**config.mk**
```make
export PLATFORM = sky130hd
export DESIGN_NAME = vector_dac_stream
export DESIGN_NICKNAME = d
export VERILOG_FILES = /design/src/rtl/vector_dac_pkg.sv /design/src/rtl/dac_frame_shifter.sv /design/src/rtl/vector_dac_stream.sv
export SDC_FILE = /design/constraint.sdc
export NUM_CORES = 1
export LEC_CHECK = 0
export ABC_AREA = 1
export CAP_MARGIN = 20
export CORE_ASPECT_RATIO = 1.75
export CORE_UTILIZATION = 38
export CTS_CLUSTER_DIAMETER = 60
export DETAILED_ROUTE_END_ITERATION = 16
export MAX_ROUTING_LAYER = met4
export SLEW_MARGIN = 30
export SYNTH_ARGS = -nofsm -noshare
export SYNTH_HDL_FRONTEND = slang
export SYNTH_SLANG_ARGS = --single-unit
```
**constraint.sdc**
```tcl
create_clock -name clock -period 2.2 [get_ports clock]
set_input_delay 0.55 -clock clock [delete_from_list [all_inputs] [get_ports clock]]
set_output_delay 0.55 -clock clock [all_outputs]
set_load 0.005 [all_outputs]
```
**src/rtl/vector_dac_pkg.sv**
```systemverilog
// rtl/vector_dac_pkg.sv - shared types, constants and frame builder for vector_dac_stream
//
// Purpose: state encoding for the transfer FSM, DAC frame layout constants and
//          a helper that assembles one 16-bit MCP4922-style command word.
// Contents: dac_state_e, FRAME_W, DATA_FIELD_W, *_BIT positions, build_frame().
package vector_dac_pkg;

   localparam int FRAME_W      = 16;
   localparam int DATA_FIELD_W = 12;

   localparam int AB_BIT     = 15;
   localparam int BUF_BIT    = 14;
   localparam int GA_N_BIT   = 13;
   localparam int SHDN_N_BIT = 12;

   typedef enum logic [2:0] {
      ST_IDLE,
      ST_SHIFT_A,
      ST_GAP_A,
      ST_SHIFT_B,
      ST_GAP_B,
      ST_LATCH
   } dac_state_e;

   // data must already be left-aligned into the 12-bit field
   function automatic logic [FRAME_W-1:0] build_frame(
      input logic                    ab,
      input logic                    cfg_buf,
      input logic                    cfg_ga_n,
      input logic [DATA_FIELD_W-1:0] data
   );
      logic [FRAME_W-1:0] f;
      f                    = '0;
      f[DATA_FIELD_W-1:0]  = data;
      f[SHDN_N_BIT]        = 1'b1;
      f[GA_N_BIT]          = cfg_ga_n;
      f[BUF_BIT]           = cfg_buf;
      f[AB_BIT]            = ab;
      return f;
   endfunction

endpackage

```
**src/rtl/dac_frame_shifter.sv**
```systemverilog
// rtl/dac_frame_shifter.sv - one lane's 16-bit MSB-first serial shift register
//
// Purpose: holds the frame being serialised on one DAC data line; shifts left
//          with zero fill so the line idles low once all 16 bits are out.
// Ports:
//   clock      - system clock
//   reset      - synchronous, active-high reset
//   load       - load load_frame (wins over shift)
//   shift      - advance to the next bit
//   load_frame - frame to load
//   sdat       - current serial bit (registered MSB)
module dac_frame_shifter
   import vector_dac_pkg::*;
(
   input  logic               clock,
   input  logic               reset,
   input  logic               load,
   input  logic               shift,
   input  logic [FRAME_W-1:0] load_frame,
   output logic               sdat
);

   logic [FRAME_W-1:0] sr_q;
   logic [FRAME_W-1:0] sr_d;

   always_comb begin
      sr_d = sr_q;
      if (load) begin
         sr_d = load_frame;
      end else if (shift) begin
         sr_d = {sr_q[FRAME_W-2:0], 1'b0};
      end
   end

   always_ff @(posedge clock) begin
      if (reset) begin
         sr_q <= '0;
      end else begin
         sr_q <= sr_d;
      end
   end

   assign sdat = sr_q[FRAME_W-1];

endmodule

```
**src/rtl/vector_dac_stream.sv**
```systemverilog
// rtl/vector_dac_stream.sv - multi-lane SPI driver for dual 12-bit DACs (vector beam X/Y/colour)
//
// Purpose: accepts one beam sample per valid/ready handshake, applies per-channel
//          inversion, serialises channel A then channel B to every DAC chip on
//          parallel lanes sharing SCLK/CS, then pulses LDAC and updates blank.
// Optional: define VECTOR_DAC_SKIP_UNCHANGED_EN to suppress retransmission of a
//           sample identical to the last transmitted one (blank still updates).
// Ports:
//   clock, reset          - system clock, synchronous active-high reset
//   sample_valid/ready    - sample handshake (ready only while idle)
//   sample_data           - lane L ch A at [(2L)*DAC_W], ch B at [(2L+1)*DAC_W]
//   sample_blank_n        - beam on for this sample
//   invert                - per-channel inversion, same order as sample_data
//   dac_sclk/cs_n/lat_n   - shared SPI clock, chip select, LDAC
//   dac_sdat              - per-lane serial data, MSB first
//   blank_out_n           - blank, updated when the DACs latch
//   busy                  - transfer in progress
//   frame_count           - completed latches, wrapping
module vector_dac_stream
   import vector_dac_pkg::*;
#(
   parameter int   NUM_LANES = 3,
   parameter int   DAC_W     = 12,
   parameter int   CLK_DIV   = 4,
   parameter logic CFG_BUF   = 1'b0,
   parameter logic CFG_GA_N  = 1'b1
) (
   input  logic                         clock,
   input  logic                         reset,
   input  logic                         sample_valid,
   output logic                         sample_ready,
   input  logic [2*NUM_LANES*DAC_W-1:0] sample_data,
   input  logic                         sample_blank_n,
   input  logic [2*NUM_LANES-1:0]       invert,
   output logic                         dac_sclk,
   output logic                         dac_cs_n,
   output logic                         dac_lat_n,
   output logic [NUM_LANES-1:0]         dac_sdat,
   output logic                         blank_out_n,
   output logic                         busy,
   output logic [15:0]                  frame_count
);

   localparam int NUM_CH   = 2 * NUM_LANES;
   localparam int SAMPLE_W = NUM_CH * DAC_W;
   localparam int LANE_W   = NUM_LANES * DAC_W;
   localparam int CNT_W    = $clog2(2 * CLK_DIV);

   localparam logic [CNT_W-1:0] HALF     = CNT_W'(CLK_DIV);
   localparam logic [CNT_W-1:0] BIT_LAST = CNT_W'(2 * CLK_DIV - 1);
   localparam logic [CNT_W-1:0] GAP_LAST = CNT_W'(CLK_DIV - 1);

   dac_state_e         state_q;
   logic [CNT_W-1:0]   cnt_q;
   logic [3:0]         bit_q;
   logic               ready_q;
   logic               busy_q;
   logic               sclk_q;
   logic               cs_n_q;
   logic               lat_n_q;
   logic               blank_q;
   logic               blank_out_q;
   logic [15:0]        frame_count_q;
   logic [LANE_W-1:0]  data_b_q;

   logic [SAMPLE_W-1:0] inv_data;
   logic [LANE_W-1:0]   inv_b;
   logic                accept;
   logic                skip;
   logic                start;
   logic                load_a;
   logic                load_b;
   logic                shift_stb;
   logic                latch_done;

   always_comb begin
      inv_data = '0;
      inv_b    = '0;
      for (int c = 0; c < NUM_CH; c++) begin
         inv_data[c*DAC_W +: DAC_W] = sample_data[c*DAC_W +: DAC_W] ^ {DAC_W{invert[c]}};
      end
      for (int l = 0; l < NUM_LANES; l++) begin
         inv_b[l*DAC_W +: DAC_W] = inv_data[(2*l+1)*DAC_W +: DAC_W];
      end
   end

   assign accept     = sample_valid & ready_q;
   assign start      = accept & ~skip;
   assign latch_done = (state_q == ST_LATCH) && (cnt_q == GAP_LAST);

`ifdef VECTOR_DAC_SKIP_UNCHANGED_EN
   logic [SAMPLE_W-1:0] pend_q;
   logic [SAMPLE_W-1:0] last_q;
   logic                sent_q;

   assign skip = sent_q && (inv_data == last_q);

   // last_q only commits once the frame actually latched, so an aborted
   // transfer never counts as "already shown"
   always_ff @(posedge clock) begin
      if (reset) begin
         pend_q <= '0;
         last_q <= '0;
         sent_q <= 1'b0;
      end else begin
         if (state_q == ST_IDLE && start) begin
            pend_q <= inv_data;
         end
         if (latch_done) begin
            last_q <= pend_q;
            sent_q <= 1'b1;
         end
      end
   end
`else
   assign skip = 1'b0;
`endif

   // Frame A loads straight from the live input on the accept edge so its MSB
   // is on the line in the first SHIFT_A cycle; frame B loads from the capture.
   assign load_a    = (state_q == ST_IDLE) && start;
   assign load_b    = (state_q == ST_GAP_A) && (cnt_q == GAP_LAST);
   assign shift_stb = ((state_q == ST_SHIFT_A) || (state_q == ST_SHIFT_B)) && (cnt_q == BIT_LAST);

   for (genvar l = 0; l < NUM_LANES; l++) begin : g_lane
      logic [DATA_FIELD_W-1:0] a_al;
      logic [DATA_FIELD_W-1:0] b_al;
      logic [FRAME_W-1:0]      frame;

      assign a_al  = DATA_FIELD_W'(inv_data[(2*l)*DAC_W +: DAC_W]) << (DATA_FIELD_W - DAC_W);
      assign b_al  = DATA_FIELD_W'(data_b_q[l*DAC_W +: DAC_W]) << (DATA_FIELD_W - DAC_W);
      assign frame = (state_q == ST_IDLE) ? build_frame(1'b0, CFG_BUF, CFG_GA_N, a_al)
                                          : build_frame(1'b1, CFG_BUF, CFG_GA_N, b_al);

      dac_frame_shifter u_shifter (
         .clock      (clock),
         .reset      (reset),
         .load       (load_a | load_b),
         .shift      (shift_stb),
         .load_frame (frame),
         .sdat       (dac_sdat[l])
      );
   end

   always_ff @(posedge clock) begin
      if (reset) begin
         state_q       <= ST_IDLE;
         cnt_q         <= '0;
         bit_q         <= '0;
         ready_q       <= 1'b1;
         busy_q        <= 1'b0;
         sclk_q        <= 1'b0;
         cs_n_q        <= 1'b1;
         lat_n_q       <= 1'b1;
         blank_q       <= 1'b0;
         blank_out_q   <= 1'b0;
         frame_count_q <= '0;
         data_b_q      <= '0;
      end else begin
         case (state_q)
            ST_IDLE: begin
               if (accept) begin
                  if (skip) begin
                     blank_out_q <= sample_blank_n;
                  end else begin
                     state_q  <= ST_SHIFT_A;
                     blank_q  <= sample_blank_n;
                     data_b_q <= inv_b;
                     ready_q  <= 1'b0;
                     busy_q   <= 1'b1;
                     cs_n_q   <= 1'b0;
                     cnt_q    <= '0;
                     bit_q    <= '0;
                  end
               end
            end
            ST_SHIFT_A, ST_SHIFT_B: begin
               if (cnt_q == BIT_LAST) begin
                  cnt_q  <= '0;
                  sclk_q <= 1'b0;
                  if (bit_q == 4'd15) begin
                     bit_q   <= '0;
                     cs_n_q  <= 1'b1;
                     state_q <= (state_q == ST_SHIFT_A) ? ST_GAP_A : ST_GAP_B;
                  end else begin
                     bit_q <= bit_q + 4'd1;
                  end
               end else begin
                  // second half of each bit period drives SCLK high
                  cnt_q  <= cnt_q + 1'b1;
                  sclk_q <= ((cnt_q + 1'b1) >= HALF);
               end
            end
            ST_GAP_A, ST_GAP_B: begin
               if (cnt_q == GAP_LAST) begin
                  cnt_q <= '0;
                  if (state_q == ST_GAP_A) begin
                     state_q <= ST_SHIFT_B;
                     cs_n_q  <= 1'b0;
                  end else begin
                     state_q <= ST_LATCH;
                     lat_n_q <= 1'b0;
                  end
               end else begin
                  cnt_q <= cnt_q + 1'b1;
               end
            end
            ST_LATCH: begin
               if (latch_done) begin
                  state_q       <= ST_IDLE;
                  cnt_q         <= '0;
                  lat_n_q       <= 1'b1;
                  blank_out_q   <= blank_q;
                  frame_count_q <= frame_count_q + 16'd1;
                  ready_q       <= 1'b1;
                  busy_q        <= 1'b0;
               end else begin
                  cnt_q <= cnt_q + 1'b1;
               end
            end
            default: state_q <= ST_IDLE;
         endcase
      end
   end

   assign sample_ready = ready_q;
   assign busy         = busy_q;
   assign dac_sclk     = sclk_q;
   assign dac_cs_n     = cs_n_q;
   assign dac_lat_n    = lat_n_q;
   assign blank_out_n  = blank_out_q;
   assign frame_count  = frame_count_q;

endmodule

```
Yosys cells after proc, flatten, opt, wreduce, memory -nomap -nowiden
Cells that the tools add are included.
{"block": "totals", "regBits": 117, "latchBits": 0, "ram_bits": 0, "romBits": 0, "in_bits": 82, "out_inout_bits": 25, "mem_count": 0}
{"block": "op_classes", "add_sub_neg": 3, "multipliers": 0, "div": 0, "magnitude_cmp": 1, "eq_ne": 15, "shift": 0, "mux": 41, "n_bitwise": 8, "reduce_logical": 22}
{"operator": "two-way mux 16 bit", "count": 9}
{"operator": "XOR 12 bit", "count": 6}
{"operator": "two-way mux 3 bit", "count": 11}
{"operator": "case mux 3 bit (4 select lines)", "count": 2}
{"operator": "adder 16 x 1 -> 16 bit, second input constant", "count": 1}
{"operator": "!= test 2 bit, second input constant", "count": 7}
{"operator": "two-way mux 4 bit", "count": 3}
{"operator": "two-way mux 1 bit", "count": 11}
{"operator": "equality test 3 x 2 -> 1 bit, second input constant", "count": 3}
{"operator": "equality test 3 bit, second input constant", "count": 3}
{"operator": "case mux 4 bit (2 select lines)", "count": 1}
{"operator": "nonzero test 2 bit", "count": 4}
{"operator": "case mux 1 bit (2 select lines)", "count": 3}
{"operator": "AND reduction 2 bit", "count": 3}
{"operator": "AND reduction 3 bit", "count": 2}
{"operator": "AND reduction 6 bit", "count": 1}
{"operator": "AND reduction 5 bit", "count": 1}
{"operator": "adder 4 x 1 -> 4 bit, second input constant", "count": 1}
{"operator": "equality test 4 bit, second input constant", "count": 1}
{"operator": "logical AND 1 bit", "count": 4}
{"operator": "AND reduction 4 bit", "count": 1}
{"operator": "nonzero test 4 bit", "count": 1}
{"operator": "OR reduction 2 bit", "count": 2}
{"operator": "adder 3 x 1 -> 3 bit, second input constant", "count": 1}
{"operator": "8 further kinds", "count": 8}

Logic depth before layout (Yosys ltp)
{"block": "logic_depth", "depth_word": 5, "mapped_depth": 10, "mapped_depth_nobuf": 10}

By module
Synthesis repeated with hierarchy kept, for this count alone.
{"block": "unflattened", "cells_unflattened": 924, "hier_area_um2": 6423.7}
{"module": "vector_dac_stream", "n_inst": 1, "cells_per_inst": 561, "area_per_inst_um2": 4025.1, "seq_area_each_um2": 1381.3}
{"module": "dac_frame_shifter", "n_inst": 3, "cells_per_inst": 121, "area_per_inst_um2": 799.5, "seq_area_each_um2": 320.3}

Worst setup path after synthesis
OpenSTA, ideal clock, no wires.
{"block": "synth_timing", "path_type": "reg-to-reg", "start": "register cnt_q[0]", "end": "register g_lane[1].u_shifter.sr_q[11]", "arrival_time_ps": 1471, "setup_slack_ps": 596, "stages_incl_launch_ff": 10, "cell_sequence": "dfxtp_1 -> ha_1 -> nand2_1 -> inv_1 -> nand3_4 -> nand2_4 -> inv_4 -> buf_4 -> o21ai_0 -> a21oi_1"}
{"block": "synth_via", "elab_chain_len": 4, "word_cells_on_any_way": 7}
{"element": "from (decl)", "line": "vector_dac_stream.sv:54", "text": "logic [CNT_W-1:0] cnt_q;"}
{"element": "from (signal assigned)", "line": "vector_dac_stream.sv:190", "text": "cnt_q <= cnt_q + 1'b1;"}
{"element": "from (signal assigned)", "line": "vector_dac_stream.sv:205", "text": "cnt_q <= cnt_q + 1'b1;"}
{"element": "from (signal assigned)", "line": "vector_dac_stream.sv:218", "text": "cnt_q <= cnt_q + 1'b1;"}
{"element": "equality test 3 x 2 -> 1 bit", "line": "vector_dac_stream.sv:122", "text": "assign load_b = (state_q == ST_GAP_A) && (cnt_q == GAP_LAST);"}
{"element": "logical AND 1 bit", "line": "vector_dac_stream.sv:122"}
{"element": "OR 1 bit", "line": "vector_dac_stream.sv:138", "text": ".load (load_a | load_b),"}
{"element": "two-way mux 16 bit or nonzero test 2 bit (tied branches)"}
{"element": "to (signal assigned)", "line": "dac_frame_shifter.sv:39", "text": "sr_q <= sr_d;"}
{"element": "to (decl)", "line": "dac_frame_shifter.sv:23", "text": "logic [FRAME_W-1:0] sr_q;"}
Parallel ways exist; a longest one is shown, timed or not.
A chain may end at the register's enable or synchronous reset.

Worst setup path after layout
{"block": "layout_timing", "start": "register state_q[0]", "end": "register state_q[2]"}
{"block": "layout_via", "elab_chain_len": 5, "word_cells_on_any_way": 21}
{"element": "from (decl)", "line": "vector_dac_stream.sv:53", "text": "dac_state_e state_q;"}
{"element": "from (signal assigned)", "line": "vector_dac_stream.sv:184", "text": "state_q <= (state_q == ST_SHIFT_A) ? ST_GAP_A : ST_GAP_B;"}
{"element": "equality test 3 x 1 -> 1 bit", "line": "vector_dac_stream.sv:160, vector_dac_stream.sv:184"}
{"element": "two-way mux 3 bit", "line": "vector_dac_stream.sv:184"}
{"element": "two-way mux 3 bit", "line": "vector_dac_stream.sv:181", "text": "if (bit_q == 4'd15) begin"}
{"element": "two-way mux 3 bit", "line": "vector_dac_stream.sv:178", "text": "if (cnt_q == BIT_LAST) begin"}
{"element": "case mux 3 bit (4 select lines)", "line": "vector_dac_stream.sv:160", "text": "case (state_q)"}
Parallel ways exist; a longest one is shown, timed or not. The select of a mux whose other input is x is not followed.

==> metrics.cfg <==
[outcome]
outcome=finished, final reports clean

[synth]
synth_top_family_by_area=compound AO/OA/AOI/OAI gates
yosysSeqAreaShare_pct=38.9
syn_avg_cell_area_um2=7.34
synth_nets=909
ys_types=39
synthAdderAreaFrac_pct=1.25
synth_warnings=0
synth_cells=821
synth_xor_area_share_pct=10.8
synth-seq-cells=117
synth-simple-area-share_pct=19.8
synth_mux_area_share_pct=0
synth_compound_area_share_pct=20.5
synth_area_um2=6020

[floorplan]
die_area_um2=16400
core_area_um2=15500
die_h_um=169
num_rows=60
fp.dieW_um=97.2
ios=107
initial_core_util_pct=38.9

[route]
ant_nets=0
drt_pass1_iterations=4
drtIter0Drc=212
post_drt_wl_per_cell_um=13.6
vias=5461
vias_per_cell=4.90
drt_wl_total_um=15200
drc=0

[setup_path]
critPathMaxStageDelay_ps=690
path_cells=nor2_4, nand2_4, inv_2, nand2_2, nand4_1, nor2_1, nor2_1
critical_path.most_common_cell=nor2_1
worstSetupStartpointType=flip-flop
critical_path_class=flip-flop to flip-flop
worstPathRequired_ps=2500
startpoint=state_q[0]
slowest_stage=dfxtp_1
cp.buffers_inverters=1
crit_family=simple AND/OR/NAND/NOR gates
crit_path_end_kind=flip-flop
r2r-start=state_q[0]
critical_path_arrival_ps=2240
crit_fanout=33

[clock_tree]
clk_latency_ps=410
clk_pin_slew_ps=50
cts_resized=0
cts_buffer_depth=2
clockRootBuffer=clkbuf_16
postCtsSetupBuffers=0
cts_num_sinks=117
cts_buffers=17
cts_tree=done
hold_buffers=0
cts_max_level=4

[finish]
final_cell_area_um2=7920
fin_nets=1004
drive_gt1_share_pct=8.61
n_fill_cell=1561
finish.utilization_pct=51.2
area_delta_synth_final_pct=31.5
antenna_cells=0
fin_cells=1115

[worst_hold_path]
min_path_type=flip-flop to flip-flop
min_from=data_b_q[5]

[global_routing]
track_usage_pct=19.9
overflow=0
grt_pass1_wl_um=25400
grt_max_degree=59
first_global_vias=5392
antenna_found_initial=0

[timing]
whs_ps=451
clock_skew_ps=10.4
worst_pin_slew_ps=585
maxSlewViolCount=0
setup_ws_ps=262
slew_headroom_pct=60.6
finalCritPeriodShare_pct=88.1
max_freq_ghz=0.516
tns_ps=0
setup_violations=0
hold_viol=0
rsz0062_at_grt=false
period_needed_ps=1940

[placed_design]
dpl_cell_area_um2=7280
dp_hpwl_um=10900
gp_congestion=0.838
io_buffer_count=106
placed_cells=1083
detailedPlace.worstSlack_ps=98.6

[power]
p_total_mw=9.28
ir_drop_uv=528
leakage_nw=3.05
cellPowerDensity_nw_per_um2=1170

[flow_run]
cap_violations=0

[where the power goes]
| group | leakage, nW | internal, mW | switching [mW] | total (mW) |
|---|---|---|---|---|
| Clock | 0.320 | 2.04 | 0.953 | 3.00 |
| Combinational | 1.77 | 1.27 | 1.96 | 3.23 |
| Sequential | 0.958 | 2.71 | 0.346 | 3.05 |
| Total | 3.05 | 6.02 | 3.26 | 9.28 |
[sequential cells by signal, indices dropped and copies added, names as in the netlist]
signal	cells
blank_out_n	1
sample_ready	1
cnt_q	3
dac_lat_n	1
blank_q	1
bit_q	4
busy	1
state_q	3
g_lane.u_shifter.sr_q	48
dac_sclk	1
data_b_q	36
dac_cs_n	1
frame_count	16
[cell type report]
| cell class | count | area, um^2 | area share [%] |
|---|---|---|---|
| inverters | 62 | 238 | 3.00 |
| flip-flops and latches | 117 | 2340 | 29.6 |
| repair buffers | 129 | 1310 | 16.5 |
| clock inverters | 8 | 144 | 1.82 |
| multi-input cells | 589 | 3160 | 39.8 |
| well taps | 186 | 233 | 2.94 |
| clock buffers | 24 | 502 | 6.33 |
[cell usage after synthesis (all sizes together)]
library cell / instances / area share, %
a21boi: 3 / 0.37
nand2: 172 / 11
o21bai: 1 / 0.12
clkbuf: 20 / 1.3
a22oi: 1 / 0.12
o31ai: 1 / 0.12
o21ai: 116 / 9.8
dfxtp: 117 / 39
a21oi: 103 / 8.6
inv: 62 / 3.9
nor3: 4 / 0.33
nand4: 7 / 0.98
a31oi: 2 / 0.21
nand3: 25 / 2.4
o211a: 1 / 0.17
buf: 33 / 3.6
xor2: 42 / 6.1
or2: 1 / 0.10
nor2: 65 / 4.8
o21a: 1 / 0.12
ha: 6 / 1.2
xnor2: 32 / 4.7
o211ai: 6 / 0.83
[worst min-delay path: stages, from the launching register on]
cell and delay [ps]:
dfxtp_1 290, inv_1 60, a21oi_1 50
[layout by cell type, fill, tap and decap left out, types with 6 or more instances in the layout]
cell type          n
clkbuf_16         17
nand2_1          166
xor2_1            42
a21oi_1          103
xnor2_1           32
o21ai_0          110
dfxtp_1          117
nand3_1           23
inv_1             56
nor2_4             6
nor2_1            56
ha_1               6
buf_12             6
clkdlybuf4s50_1  106
buf_4             17
nand4_1            6
[final timing paths]
kind                               endpoint  depth (start not counted)  slack, ps
worst min-delay path            data_b_q[5]                          2        450
worst max-delay path             state_q[2]                          7        260
worst min register to register  data_b_q[5]                          2        450
worst max register to register   state_q[2]                          7        260
[cell families (layout without fill, tap and decap cells)]
logic type,after synthesis,in the layout
xor+xnor,74,74
buf+inv,115,223
flops,117,117
compound gates,235,235
simple gates,274,274
fa+ha+maj,6,6
[routing by layer]
| metal | track usage [%] | share of wire (%) |
|---|---|---|
| met1 | 19.3 | 39 |
| met3 | 3.34 | 2.5 |
| met4 | 8.44 | 2.2 |
| met5 | - | 0 |
| met2 | 38.2 | 56 |
Note: power is estimated with default switching activity, not from simulation.
